### config.mk
export PLATFORM = sky130hd
export DESIGN_NAME = collision_detector_flat
export DESIGN_NICKNAME = d
export VERILOG_FILES = /design/src/rtl/collision_pkg.sv /design/src/rtl/collision_detector_if.sv /design/src/rtl/box_overlap.sv /design/src/rtl/collision_detector.sv /design/src/flat_wrapper.sv
export SDC_FILE = /design/constraint.sdc
export NUM_CORES = 2
export LEC_CHECK = 0
export ABC_AREA = 1
export BUFFER_PORTS_ARGS = -buffer_cell sky130_fd_sc_hd__buf_2
export CAP_MARGIN = 20
export CORE_AREA = 2 2 304 306
export CTS_CLUSTER_DIAMETER = 50
export DETAILED_ROUTE_END_ITERATION = 8
export DIE_AREA = 0 0 306 308
export PLACE_DENSITY = 0.68
export SYNTH_ARGS = -nofsm -noshare
export SYNTH_HDL_FRONTEND = slang
export SYNTH_SLANG_ARGS = --single-unit
export TNS_END_PERCENT = 10
### constraint.sdc
create_clock -name clk -period 5.4 [get_ports clk]
set_input_delay 1.62 -clock clk [delete_from_list [all_inputs] [get_ports clk]]
set_output_delay 1.62 -clock clk [all_outputs]
set_load 0.01 [all_outputs]
### src/rtl/collision_pkg.sv
// Shared types and sizing for the T-rex vs obstacle collision detector.
//   collision_box_t : box relative to an owner origin (unsigned x, y, width, height)
//   abs_box_t       : absolute box, signed 12-bit x, unsigned 11-bit y
//   to_abs()        : offsets a relative box by an absolute origin
//   state_t         : scan FSM states
package collision_pkg;

  localparam int unsigned MAX_OBSTACLES      = 2;
  localparam int unsigned TREX_BOX_COUNT     = 6;
  localparam int unsigned OBSTACLE_BOX_COUNT = 5;

  localparam int unsigned IDX_W = (MAX_OBSTACLES > 1)      ? $clog2(MAX_OBSTACLES)      : 1;
  localparam int unsigned T_W   = (TREX_BOX_COUNT > 1)     ? $clog2(TREX_BOX_COUNT)     : 1;
  localparam int unsigned O_W   = (OBSTACLE_BOX_COUNT > 1) ? $clog2(OBSTACLE_BOX_COUNT) : 1;

  typedef struct packed {
    logic [9:0] x;
    logic [9:0] y;
    logic [9:0] width;
    logic [9:0] height;
  } collision_box_t;

  typedef struct packed {
    logic signed [11:0] x;
    logic [10:0]        y;
    logic [9:0]         w;
    logic [9:0]         h;
  } abs_box_t;

  typedef enum logic [1:0] {
    ST_IDLE,
    ST_COARSE,
    ST_FINE,
    ST_DONE
  } state_t;

  function automatic abs_box_t to_abs(input abs_box_t origin, input collision_box_t box);
    abs_box_t r;
    r.x = origin.x + $signed({2'b00, box.x});
    r.y = origin.y + {1'b0, box.y};
    r.w = box.width;
    r.h = box.height;
    return r;
  endfunction

endpackage

### src/rtl/collision_detector_if.sv
// Bus between the game logic (master) and collision_detector (slave).
//   update/enable          : frame-update pulse and game-running qualifier
//   trex_*                 : trex outer box and inner boxes (relative)
//   obstacle_*             : per-slot obstacle outer box and inner boxes; width 0 = empty
//   busy/done/crash/crash_obstacle : scan status and result
interface collision_detector_if;
  import collision_pkg::*;

  logic                                                        update;
  logic                                                        enable;
  logic [9:0]                                                  trex_x_pos;
  logic [9:0]                                                  trex_y_pos;
  logic [9:0]                                                  trex_width;
  logic [9:0]                                                  trex_height;
  collision_box_t [TREX_BOX_COUNT-1:0]                         trex_box;
  logic [MAX_OBSTACLES-1:0][10:0]                              obstacle_x_pos;
  logic [MAX_OBSTACLES-1:0][9:0]                               obstacle_y_pos;
  logic [MAX_OBSTACLES-1:0][9:0]                               obstacle_width;
  logic [MAX_OBSTACLES-1:0][9:0]                               obstacle_height;
  collision_box_t [MAX_OBSTACLES-1:0][OBSTACLE_BOX_COUNT-1:0]  obstacle_box;
  logic                                                        busy;
  logic                                                        done;
  logic                                                        crash;
  logic [IDX_W-1:0]                                            crash_obstacle;

  modport master (
    output update, enable,
    output trex_x_pos, trex_y_pos, trex_width, trex_height, trex_box,
    output obstacle_x_pos, obstacle_y_pos, obstacle_width, obstacle_height, obstacle_box,
    input  busy, done, crash, crash_obstacle
  );

  modport slave (
    input  update, enable,
    input  trex_x_pos, trex_y_pos, trex_width, trex_height, trex_box,
    input  obstacle_x_pos, obstacle_y_pos, obstacle_width, obstacle_height, obstacle_box,
    output busy, done, crash, crash_obstacle
  );

endinterface

### src/rtl/box_overlap.sv
// Combinational strict-overlap test of two absolute boxes.
//   i_a, i_b : absolute boxes
//   o_hit    : 1 when the interiors overlap; touching edges and zero-size boxes never hit
module box_overlap
  import collision_pkg::*;
(
  input  abs_box_t i_a,
  input  abs_box_t i_b,
  output logic     o_hit
);

  logic signed [11:0] w_ax, w_bx, w_ax_end, w_bx_end;
  logic signed [11:0] w_ay, w_by, w_ay_end, w_by_end;
  logic               w_nonzero;

  always_comb begin
    w_ax      = i_a.x;
    w_bx      = i_b.x;
    w_ax_end  = w_ax + $signed({2'b00, i_a.w});
    w_bx_end  = w_bx + $signed({2'b00, i_b.w});
    w_ay      = $signed({1'b0, i_a.y});
    w_by      = $signed({1'b0, i_b.y});
    w_ay_end  = w_ay + $signed({2'b00, i_a.h});
    w_by_end  = w_by + $signed({2'b00, i_b.h});
    // Strict compares alone would let a zero-width box sitting inside the other hit.
    w_nonzero = (i_a.w != '0) && (i_a.h != '0) && (i_b.w != '0) && (i_b.h != '0);
    o_hit     = w_nonzero && (w_ax < w_bx_end) && (w_bx < w_ax_end)
                          && (w_ay < w_by_end) && (w_by < w_ay_end);
  end

endmodule

### src/rtl/collision_detector.sv
// Per-frame T-rex vs obstacle hit test. One cycle after each enabled update pulse the
// trex/obstacle inputs are snapshotted, then each obstacle slot gets a coarse outer-box
// check followed, on a coarse hit, by a fine scan of every trex/obstacle inner box pair.
//   clk, rst_n : clock, synchronous active-low reset
//   io (slave) : update/enable in, trex_*/obstacle_* in, busy/done/crash/crash_obstacle out
// Build option: COLLISION_EARLY_EXIT_EN ends the scan at the first fine pair hit.
module collision_detector
  import collision_pkg::*;
(
  input  logic                 clk,
  input  logic                 rst_n,
  collision_detector_if.slave  io
);

  state_t r_state, w_state_nxt;
  logic   r_update_q;

  logic [9:0]                                                  r_trex_x, r_trex_y, r_trex_w, r_trex_h;
  collision_box_t [TREX_BOX_COUNT-1:0]                         r_trex_box;
  logic [MAX_OBSTACLES-1:0][10:0]                              r_obs_x;
  logic [MAX_OBSTACLES-1:0][9:0]                               r_obs_y, r_obs_w, r_obs_h;
  collision_box_t [MAX_OBSTACLES-1:0][OBSTACLE_BOX_COUNT-1:0]  r_obs_box;

  logic [IDX_W-1:0] r_i, w_i_nxt, r_hit_idx, w_hit_idx_nxt, r_crash_idx;
  logic [T_W-1:0]   r_t, w_t_nxt;
  logic [O_W-1:0]   r_o, w_o_nxt;
  logic             r_hit_flag, w_hit_flag_nxt, r_crash;
  logic             w_snap, w_early_stop;
  logic             w_last_i, w_last_t, w_last_o;

  abs_box_t w_trex_outer, w_obs_outer, w_trex_fine, w_obs_fine;
  logic     w_coarse_hit, w_fine_hit;

  always_comb begin
    w_trex_outer.x = $signed({2'b00, r_trex_x});
    w_trex_outer.y = {1'b0, r_trex_y};
    w_trex_outer.w = r_trex_w;
    w_trex_outer.h = r_trex_h;
    w_obs_outer.x  = $signed({r_obs_x[r_i][10], r_obs_x[r_i]});
    w_obs_outer.y  = {1'b0, r_obs_y[r_i]};
    w_obs_outer.w  = r_obs_w[r_i];
    w_obs_outer.h  = r_obs_h[r_i];
    w_trex_fine    = to_abs(w_trex_outer, r_trex_box[r_t]);
    w_obs_fine     = to_abs(w_obs_outer, r_obs_box[r_i][r_o]);
  end

  box_overlap u_coarse (.i_a(w_trex_outer), .i_b(w_obs_outer), .o_hit(w_coarse_hit));
  box_overlap u_fine   (.i_a(w_trex_fine),  .i_b(w_obs_fine),  .o_hit(w_fine_hit));

  assign w_last_i = (r_i == IDX_W'(MAX_OBSTACLES - 1));
  assign w_last_t = (r_t == T_W'(TREX_BOX_COUNT - 1));
  assign w_last_o = (r_o == O_W'(OBSTACLE_BOX_COUNT - 1));

`ifdef COLLISION_EARLY_EXIT_EN
  assign w_early_stop = w_fine_hit;
`else
  assign w_early_stop = 1'b0;
`endif

  always_comb begin
    w_state_nxt    = r_state;
    w_i_nxt        = r_i;
    w_t_nxt        = r_t;
    w_o_nxt        = r_o;
    w_hit_flag_nxt = r_hit_flag;
    w_hit_idx_nxt  = r_hit_idx;
    w_snap         = 1'b0;
    unique case (r_state)
      ST_IDLE: begin
        if (r_update_q && io.enable) begin
          w_snap         = 1'b1;
          w_state_nxt    = ST_COARSE;
          w_i_nxt        = '0;
          w_t_nxt        = '0;
          w_o_nxt        = '0;
          w_hit_flag_nxt = 1'b0;
          w_hit_idx_nxt  = '0;
        end
      end
      ST_COARSE: begin
        if ((r_obs_w[r_i] != '0) && w_coarse_hit) begin
          w_state_nxt = ST_FINE;
          w_t_nxt     = '0;
          w_o_nxt     = '0;
        end else if (w_last_i) begin
          w_state_nxt = ST_DONE;
        end else begin
          w_i_nxt = r_i + 1'b1;
        end
      end
      ST_FINE: begin
        if (w_fine_hit) begin
          w_hit_flag_nxt = 1'b1;
          if (!r_hit_flag) w_hit_idx_nxt = r_i;
        end
        if (w_early_stop) begin
          w_state_nxt = ST_DONE;
        end else if (!w_last_o) begin
          w_o_nxt = r_o + 1'b1;
        end else begin
          w_o_nxt = '0;
          if (!w_last_t) begin
            w_t_nxt = r_t + 1'b1;
          end else begin
            w_t_nxt = '0;
            if (w_last_i) begin
              w_state_nxt = ST_DONE;
            end else begin
              w_i_nxt     = r_i + 1'b1;
              w_state_nxt = ST_COARSE;
            end
          end
        end
      end
      ST_DONE: w_state_nxt = ST_IDLE;
      default: w_state_nxt = ST_IDLE;
    endcase
  end

  always_ff @(posedge clk) begin
    if (!rst_n) begin
      r_state     <= ST_IDLE;
      r_update_q  <= 1'b0;
      r_i         <= '0;
      r_t         <= '0;
      r_o         <= '0;
      r_hit_flag  <= 1'b0;
      r_hit_idx   <= '0;
      r_crash     <= 1'b0;
      r_crash_idx <= '0;
      r_trex_x    <= '0;
      r_trex_y    <= '0;
      r_trex_w    <= '0;
      r_trex_h    <= '0;
      r_trex_box  <= '0;
      r_obs_x     <= '0;
      r_obs_y     <= '0;
      r_obs_w     <= '0;
      r_obs_h     <= '0;
      r_obs_box   <= '0;
    end else begin
      r_state    <= w_state_nxt;
      r_update_q <= io.update;
      r_i        <= w_i_nxt;
      r_t        <= w_t_nxt;
      r_o        <= w_o_nxt;
      r_hit_flag <= w_hit_flag_nxt;
      r_hit_idx  <= w_hit_idx_nxt;
      if (w_snap) begin
        r_trex_x   <= io.trex_x_pos;
        r_trex_y   <= io.trex_y_pos;
        r_trex_w   <= io.trex_width;
        r_trex_h   <= io.trex_height;
        r_trex_box <= io.trex_box;
        r_obs_x    <= io.obstacle_x_pos;
        r_obs_y    <= io.obstacle_y_pos;
        r_obs_w    <= io.obstacle_width;
        r_obs_h    <= io.obstacle_height;
        r_obs_box  <= io.obstacle_box;
      end
      if (r_state == ST_DONE) begin
        r_crash     <= r_hit_flag;
        r_crash_idx <= r_hit_idx;
      end
    end
  end

  // Result registers load at the end of DONE; bypass them during DONE so the
  // result is already valid in the done cycle and held afterwards.
  assign io.busy           = (r_state != ST_IDLE);
  assign io.done           = (r_state == ST_DONE);
  assign io.crash          = (r_state == ST_DONE) ? r_hit_flag : r_crash;
  assign io.crash_obstacle = (r_state == ST_DONE) ? r_hit_idx  : r_crash_idx;

endmodule

### src/flat_wrapper.sv
// flat-port wrapper written by rule: the top's interface ports become plain ports
module collision_detector_flat import collision_pkg::*;
  (clk, rst_n, io_update, io_enable, io_trex_x_pos, io_trex_y_pos, io_trex_width, io_trex_height, io_trex_box, io_obstacle_x_pos, io_obstacle_y_pos, io_obstacle_width, io_obstacle_height, io_obstacle_box, io_busy, io_done, io_crash, io_crash_obstacle);
  collision_detector_if io_i ();
  input  logic clk;
  input  logic rst_n;
  input wire logic [$bits(io_i.update)-1:0] io_update;
  input wire logic [$bits(io_i.enable)-1:0] io_enable;
  input wire logic [$bits(io_i.trex_x_pos)-1:0] io_trex_x_pos;
  input wire logic [$bits(io_i.trex_y_pos)-1:0] io_trex_y_pos;
  input wire logic [$bits(io_i.trex_width)-1:0] io_trex_width;
  input wire logic [$bits(io_i.trex_height)-1:0] io_trex_height;
  input wire logic [$bits(io_i.trex_box)-1:0] io_trex_box;
  input wire logic [$bits(io_i.obstacle_x_pos)-1:0] io_obstacle_x_pos;
  input wire logic [$bits(io_i.obstacle_y_pos)-1:0] io_obstacle_y_pos;
  input wire logic [$bits(io_i.obstacle_width)-1:0] io_obstacle_width;
  input wire logic [$bits(io_i.obstacle_height)-1:0] io_obstacle_height;
  input wire logic [$bits(io_i.obstacle_box)-1:0] io_obstacle_box;
  output wire logic [$bits(io_i.busy)-1:0] io_busy;
  output wire logic [$bits(io_i.done)-1:0] io_done;
  output wire logic [$bits(io_i.crash)-1:0] io_crash;
  output wire logic [$bits(io_i.crash_obstacle)-1:0] io_crash_obstacle;
  assign io_i.update = io_update;
  assign io_i.enable = io_enable;
  assign io_i.trex_x_pos = io_trex_x_pos;
  assign io_i.trex_y_pos = io_trex_y_pos;
  assign io_i.trex_width = io_trex_width;
  assign io_i.trex_height = io_trex_height;
  assign io_i.trex_box = io_trex_box;
  assign io_i.obstacle_x_pos = io_obstacle_x_pos;
  assign io_i.obstacle_y_pos = io_obstacle_y_pos;
  assign io_i.obstacle_width = io_obstacle_width;
  assign io_i.obstacle_height = io_obstacle_height;
  assign io_i.obstacle_box = io_obstacle_box;
  assign io_busy = io_i.busy;
  assign io_done = io_i.done;
  assign io_crash = io_i.crash;
  assign io_crash_obstacle = io_i.crash_obstacle;
  collision_detector u_core (.clk(clk), .rst_n(rst_n), .io(io_i));
endmodule
Word level (Yosys, flattened, before mapping)
Cells that the tools add are included.
{"block": "op_classes", "addsub": 15, "n_reduce_logical": 34, "n_shift": 0, "n_eq_ne": 13, "magnitude_cmp": 11, "n_div": 0, "mux": 43, "n_mul": 0, "n_bitwise": 0}
{"cell": "$mux W200", "count": 2}
{"cell": "$bmux W40 S3", "count": 2}
{"cell": "$mux W40", "count": 2}
{"cell": "$reduce_bool A10 Y1", "count": 8}
{"cell": "$add A10 B10 Y11", "count": 6}
{"cell": "$mux W10", "count": 6}
{"cell": "$lt A12 B12 Y1", "count": 4}
{"cell": "$add A11 B10 Y12", "count": 2}
{"cell": "$add A11 B11 Y12", "count": 2}
{"cell": "$add A12 B11 Y12", "count": 2}
{"cell": "$lt A11 B12 Y1", "count": 2}
{"cell": "$lt A10 B11 Y1", "count": 2}
{"cell": "$mux W11", "count": 2}
{"cell": "$pmux W3 S3", "count": 2}
{"cell": "$logic_and A1 B1 Y1", "count": 16}
{"cell": "$mux W3", "count": 5}
{"cell": "$mux W1", "count": 12}
{"cell": "$mux W2", "count": 6}
{"cell": "$reduce_and A4 Y1", "count": 3}
{"cell": "$lt A3 B4 Y1 const B", "count": 2}
{"cell": "$ne A2 B1 Y1 const B", "count": 4}
{"cell": "$pmux W2 S4", "count": 1}
{"cell": "$add A3 B1 Y3 const B", "count": 2}
{"cell": "$eq A3 B3 Y1 const B", "count": 2}
{"cell": "13 further kinds", "count": 19}
{"block": "word_totals", "latch_bits": 0, "input_bits": 766, "ff_bits": 776, "mem_bits_rw": 0, "elab_cells": 201, "out_inout_bits": 4, "mem_bits_ro": 0, "mem_count": 0}

Logic depth before layout (Yosys ltp)
{"block": "logic_depth", "ltp_word": 13, "mapped_depth": 41, "depth_no_buf": 38}

Hierarchy
Synthesis repeated with hierarchy kept, for this count alone.
{"block": "unflattened", "cells_unflattened": 5694, "hier_area_um2": 40561.4}
{"mod": "collision_detector", "n_inst": 1, "area_each_um2": 34425.5, "cells_each": 4724, "seq_area_each_um2": 15534.9}
{"mod": "box_overlap", "n_inst": 2, "area_each_um2": 3067.9, "cells_each": 485, "seq_area_each_um2": 0.0}

Worst setup path after synthesis
No wires, ideal clock.
{"block": "synth_path", "kind": "reg2reg", "start": "reg u_core.r_i", "end": "reg u_core.r_hit_idx", "t_arrival_ns": 5.311, "period_less_slack_ns": 5.374, "stages_incl_launch_ff": 37, "path_buffers": 6, "slack_ns": 0.026, "t_required_ns": 5.336, "setup_time_ns": 0.064, "cell_sequence": "dfxtp_1 buf_6 buf_6 buf_6 buf_6 buf_2 clkbuf_1 a21oi_1 o21ai_0 nand3_1 nand3_1 o21ai_0 ha_1 fa_1 inv_1 fa_1 nor2_1 o21ai_0 nand2_1 a21oi_1 o21bai_1 a21oi_1 o21ai_0 a21oi_1 o21ai_0 xnor2_1 ha_1 or3_1 nor2_1 nand4_1 nor2_1 nand3_1 nand2_2 nand3_1 nand2_1 inv_1 nor2_1"}
{"block": "synth_via", "elab_chain_cells": 13, "word_cells_on_any_way": 29, "cone_classes": "add/sub: 4; order compare: 4; eq/ne: 1; mux: 11; reduce/logical: 9"}
{"element": "start, declared", "line_no": "collision_detector.sv:24", "source": "logic [IDX_W-1:0] r_i, w_i_nxt, r_hit_idx, w_hit_idx_nxt, r_crash_idx;"}
{"element": "start signal, assigned", "line_no": "collision_detector.sv:144", "source": "r_i <= w_i_nxt;"}
{"element": "$mux W200 (not written as such) (2 in a row)", "line_no": "collision_detector.sv:44", "source": "w_obs_fine = to_abs(w_obs_outer, r_obs_box[r_i][r_o]);"}
{"element": "$bmux W40 S3", "line_no": "collision_detector.sv:44"}
{"element": "$mux W40 (not written as such)", "line_no": "collision_detector.sv:44"}
{"element": "$add A11 B11 Y12 / $reduce_bool A10 Y1 (equally long branches)", "line_no": "collision_pkg.sv:39, box_overlap.sv:26"}
{"element": "$add A12 B11 Y12 / $logic_and A1 B1 Y1 (equally long branches)", "line_no": "box_overlap.sv:20, box_overlap.sv:26"}
{"element": "$lt A12 B12 Y1 / $logic_and A1 B1 Y1 (equally long branches)", "line_no": "box_overlap.sv:27, box_overlap.sv:26"}
{"element": "$logic_and A1 B1 Y1 (2 in a row)", "line_no": "box_overlap.sv:27", "source": "o_hit = w_nonzero && (w_ax < w_bx_end) && (w_bx < w_ax_end)"}
{"element": "$logic_and A1 B1 Y1 (2 in a row)", "line_no": "box_overlap.sv:28", "source": "&& (w_ay < w_by_end) && (w_by < w_ay_end);"}
{"element": "$ne A2 B2 Y1 (no line)"}
{"element": "$reduce_and A4 Y1 (no line)"}
{"element": "end signal, assigned", "line_no": "collision_detector.sv:148", "source": "r_hit_idx <= w_hit_idx_nxt;"}
{"element": "end, declared", "line_no": "collision_detector.sv:24"}
Parallel ways exist; a longest one is shown, timed or not. The select of a mux whose other input is x is not followed.
A chain may end at the register's enable or synchronous reset.

Worst setup path in the final report
Ends and elaborated chain as after synthesis.

==> results.toml <==
[finish]
fin_nets = 7316
multi_input_area_sq_mm = 0.0199
seqCellArea_sq_mm = 0.0156
utilization = 0.556
fillers = 8745
area_growth_pct = 26.3
drive_gt1_frac = 0.207
stdcell_count = 7629

[global_route]
grt_max_degree = 137
antenna_found_initial = 31
grt_use_total = 0.320
grt_overflow = 0
grt_pass1_wl_um = 227000
grt_pass1_vias = 37500

[detailed_routing]
post-route-drc-count = 0
vias = 41100
wl_um = 161000
drt-initial-drc-count = 3943
drtPass1Iterations = 8
wl_per_cell_um = 21.1
top_layer_used = "met5"
wl_met2_um = 74400
wl_met1_um = 63800
ant_nets = 0
viasPerCell = 5.38
met3_length_um = 12200

[clocking]
cts_tree = "done"
cts_max_path_buffers = 3
clkTransAtPathRegs_ns = 0.05
cts_hold_buffers = 0
cts_made_buffers = 99
htreeDepth = 3
cts_sinks = 776
insertion_delay_ns = 0.70
root_buffer = "clkbuf_16"

[synth]
yosys_warnings = 0
ys_top_cells_by_area = "dfxtp_1 (39%), a21oi_1 (13%), o21ai_0 (13%)"
synthCells = 5606
mappedNetlistArea_sq_mm = 0.0400
postSynth.asyncResetShare = 0
synthFlopType = "dfxtp_1"
synth_cell_types = 50
synth_common_cells = "a21oi_1 (1066), o21ai_0 (1033), inv_1 (935)"
seq_area_frac_synth = 0.388
synth_top_area_cell = "dfxtp_1"
synth_area_per_cell_sq_um = 7.14
synth_top_area_share = 0.388
synth-seq-cells = 776
syn-num-nets = 6589
synth_edf_count = 0
yosysMostFrequentCell = "a21oi_1"

[floorplanning]
die_h_um = 308
core_area_sq_mm = 0.0910
io_pins = 770
dieArea_sq_mm = 0.0942
rows = 111
die_w_um = 306
initial_utilization = 0.440

[timing]
hold_violations = 0
fin_worst_skew_ns = 0.0583
fin_ws_ns = 0.196
finalCritPeriodShare = 0.964
slew_viol_final = 0
max_freq_mhz = 192
setup_viol = 0
tightest_slew_ns = 0.839
relSlewSlack = 0.435
fin_crit_ns = 5.20
hold_ws_ns = 0.441

[critical_path]
worstPathMaxFanout = 8
worst-setup-path-type = "reg2reg"
startpoint = "u_core.r_i$_SDFFE_PN0P_"
crit_path_start_kind = "register"
r2r_start = "u_core.r_i$_SDFFE_PN0P_"
worstPathArrival_ns = 5.78
path_common_cell = "nand2_1"
slowest_stage = "dfxtp_4"
critPathCaptureType = "register"
critical_path.max_stage_delay_ns = 0.50
crit_required_ns = 5.97

[place]
portBuffers = 769
detailedPlace.worstSlack_ns = 0.0739
place.gp.congestion = 0.962
placed_cells = 7374
dp_hpwl_um = 123000

[job]
maxCapViolations = 0

[power]
powerDensity_mw_per_mm2 = 536
finalPower_mw = 27.1
cellLeakagePower_nw = 21.7
ir_worst_vdd_uv = 300

[min_path]
hold_start = "u_core.r_trex_box[162]$_SDFFE_PN0P_"
min_path_type = "reg2reg"

[run_status]
status = "complete, no violations"
## cell usage in the layout (no fill, tap or decap), types with 11 or more instances in the layout
master	netlist	layout
o21bai_1	13	13
nand3_1	212	204
a21oi_2	10	39
ha_1	205	185
diode_2	0	25
o21ai_0	1033	989
buf_4	9	191
inv_1	935	929
clkinv_2	1	14
clkbuf_16	0	112
dfxtp_1	776	771
ha_4	0	14
clkbuf_8	0	13
nor2_1	97	96
nand2_1	563	558
o21ai_1	20	54
nand4_1	19	19
buf_2	37	768
o211ai_1	39	39
buf_12	0	21
inv_2	9	13
o221ai_1	21	21
a21oi_1	1066	1035
o21ai_2	3	12
nor3_1	27	21
bufinv_16	0	18
xor2_1	57	52
clkbuf_1	301	11
xnor2_1	41	38
## worst max-delay path, delay by kind of cell (launching register included)
kind / cells / cell delay (ns)
compound gates: 6 / 0.98
xor+xnor: 2 / 0.31
fa+ha+maj: 3 / 0.88
buf+inv: 6 / 0.68
flops: 1 / 0.50
simple gates: 16 / 1.72
## routing by layer
| layer | track usage | up-vias |
|---|---|---|
| met2 | 0.526 | 1639 |
| met5 | 0 | - |
| met3 | 0.0542 | 414 |
| met1 | 0.392 | 18900 |
| li1 | - | 20100 |
| met4 | 0.193 | 24 |
## final cells by class
| type | count | share of cell area |
|---|---|---|
| repair inverters | 1 | 0.000173 |
| inverters | 946 | 0.0709 |
| repair buffers | 1004 | 0.123 |
| well taps | 1186 | 0.0294 |
| flip-flops and latches | 776 | 0.308 |
| clock buffers | 124 | 0.0539 |
| clock inverters | 62 | 0.0196 |
| multi-input cells | 3505 | 0.394 |
| diodes | 25 | 0.00124 |
## stage by stage
stage	instance area [sq um]	TNS, ns
floorplan	40000	0
global route	50500	-0.101
finish	50500	0
global placement	45500	0
detailed placement	45500	0
CTS	49200	0
## report_power, final
| group | leakage, nW | switching [mW] | internal (mW) |
|---|---|---|---|
| clock | 1.80 | 2.85 | 4.51 |
| combinational | 13.6 | 7.96 | 5.14 |
| sequential | 6.34 | 0.324 | 6.31 |
## cell families (layout without fill, tap and decap cells)
logic type	count (synthesis)	count (layout)	synth area share
buf+inv	1325	2137	0.129
compound gates	2252	2252	0.292
fa+ha+maj	217	217	0.0701
xor+xnor	99	99	0.0219
simple gates	937	937	0.0988
flops	776	776	0.388
other cells	0	25	0
## path summary, 6_finish.rpt
kind         depth (start not counted)  slack (ns)                                   to
max reg2reg                         33        0.20        u_core.r_hit_idx$_SDFFE_PN0P_
min                                  2        0.44  u_core.r_trex_box[162]$_SDFFE_PN0P_
max                                 33        0.20        u_core.r_hit_idx$_SDFFE_PN0P_
min reg2reg                          2        0.44  u_core.r_trex_box[162]$_SDFFE_PN0P_
## sequential cells by signal, summed over array words and instances (netlist names), 3 cells and up
name               cells
u_core.r_trex_h       10
u_core.r_t             3
u_core.r_obs_box     400
u_core.r_obs_x        22
u_core.r_trex_x       10
u_core.r_o             3
u_core.r_trex_y       10
u_core.r_obs_h        20
u_core.r_trex_box    240
u_core.r_trex_w       10
u_core.r_obs_w        20
u_core.r_obs_y        20
## repair_timing
action,in CTS,in global routing
cloned,0,13
gates resized for setup,2,181
endpoints found under the setup margin,1,3
buffers inserted,0,31
pin swaps,0,75
Power figures use the tool's default switching activity.
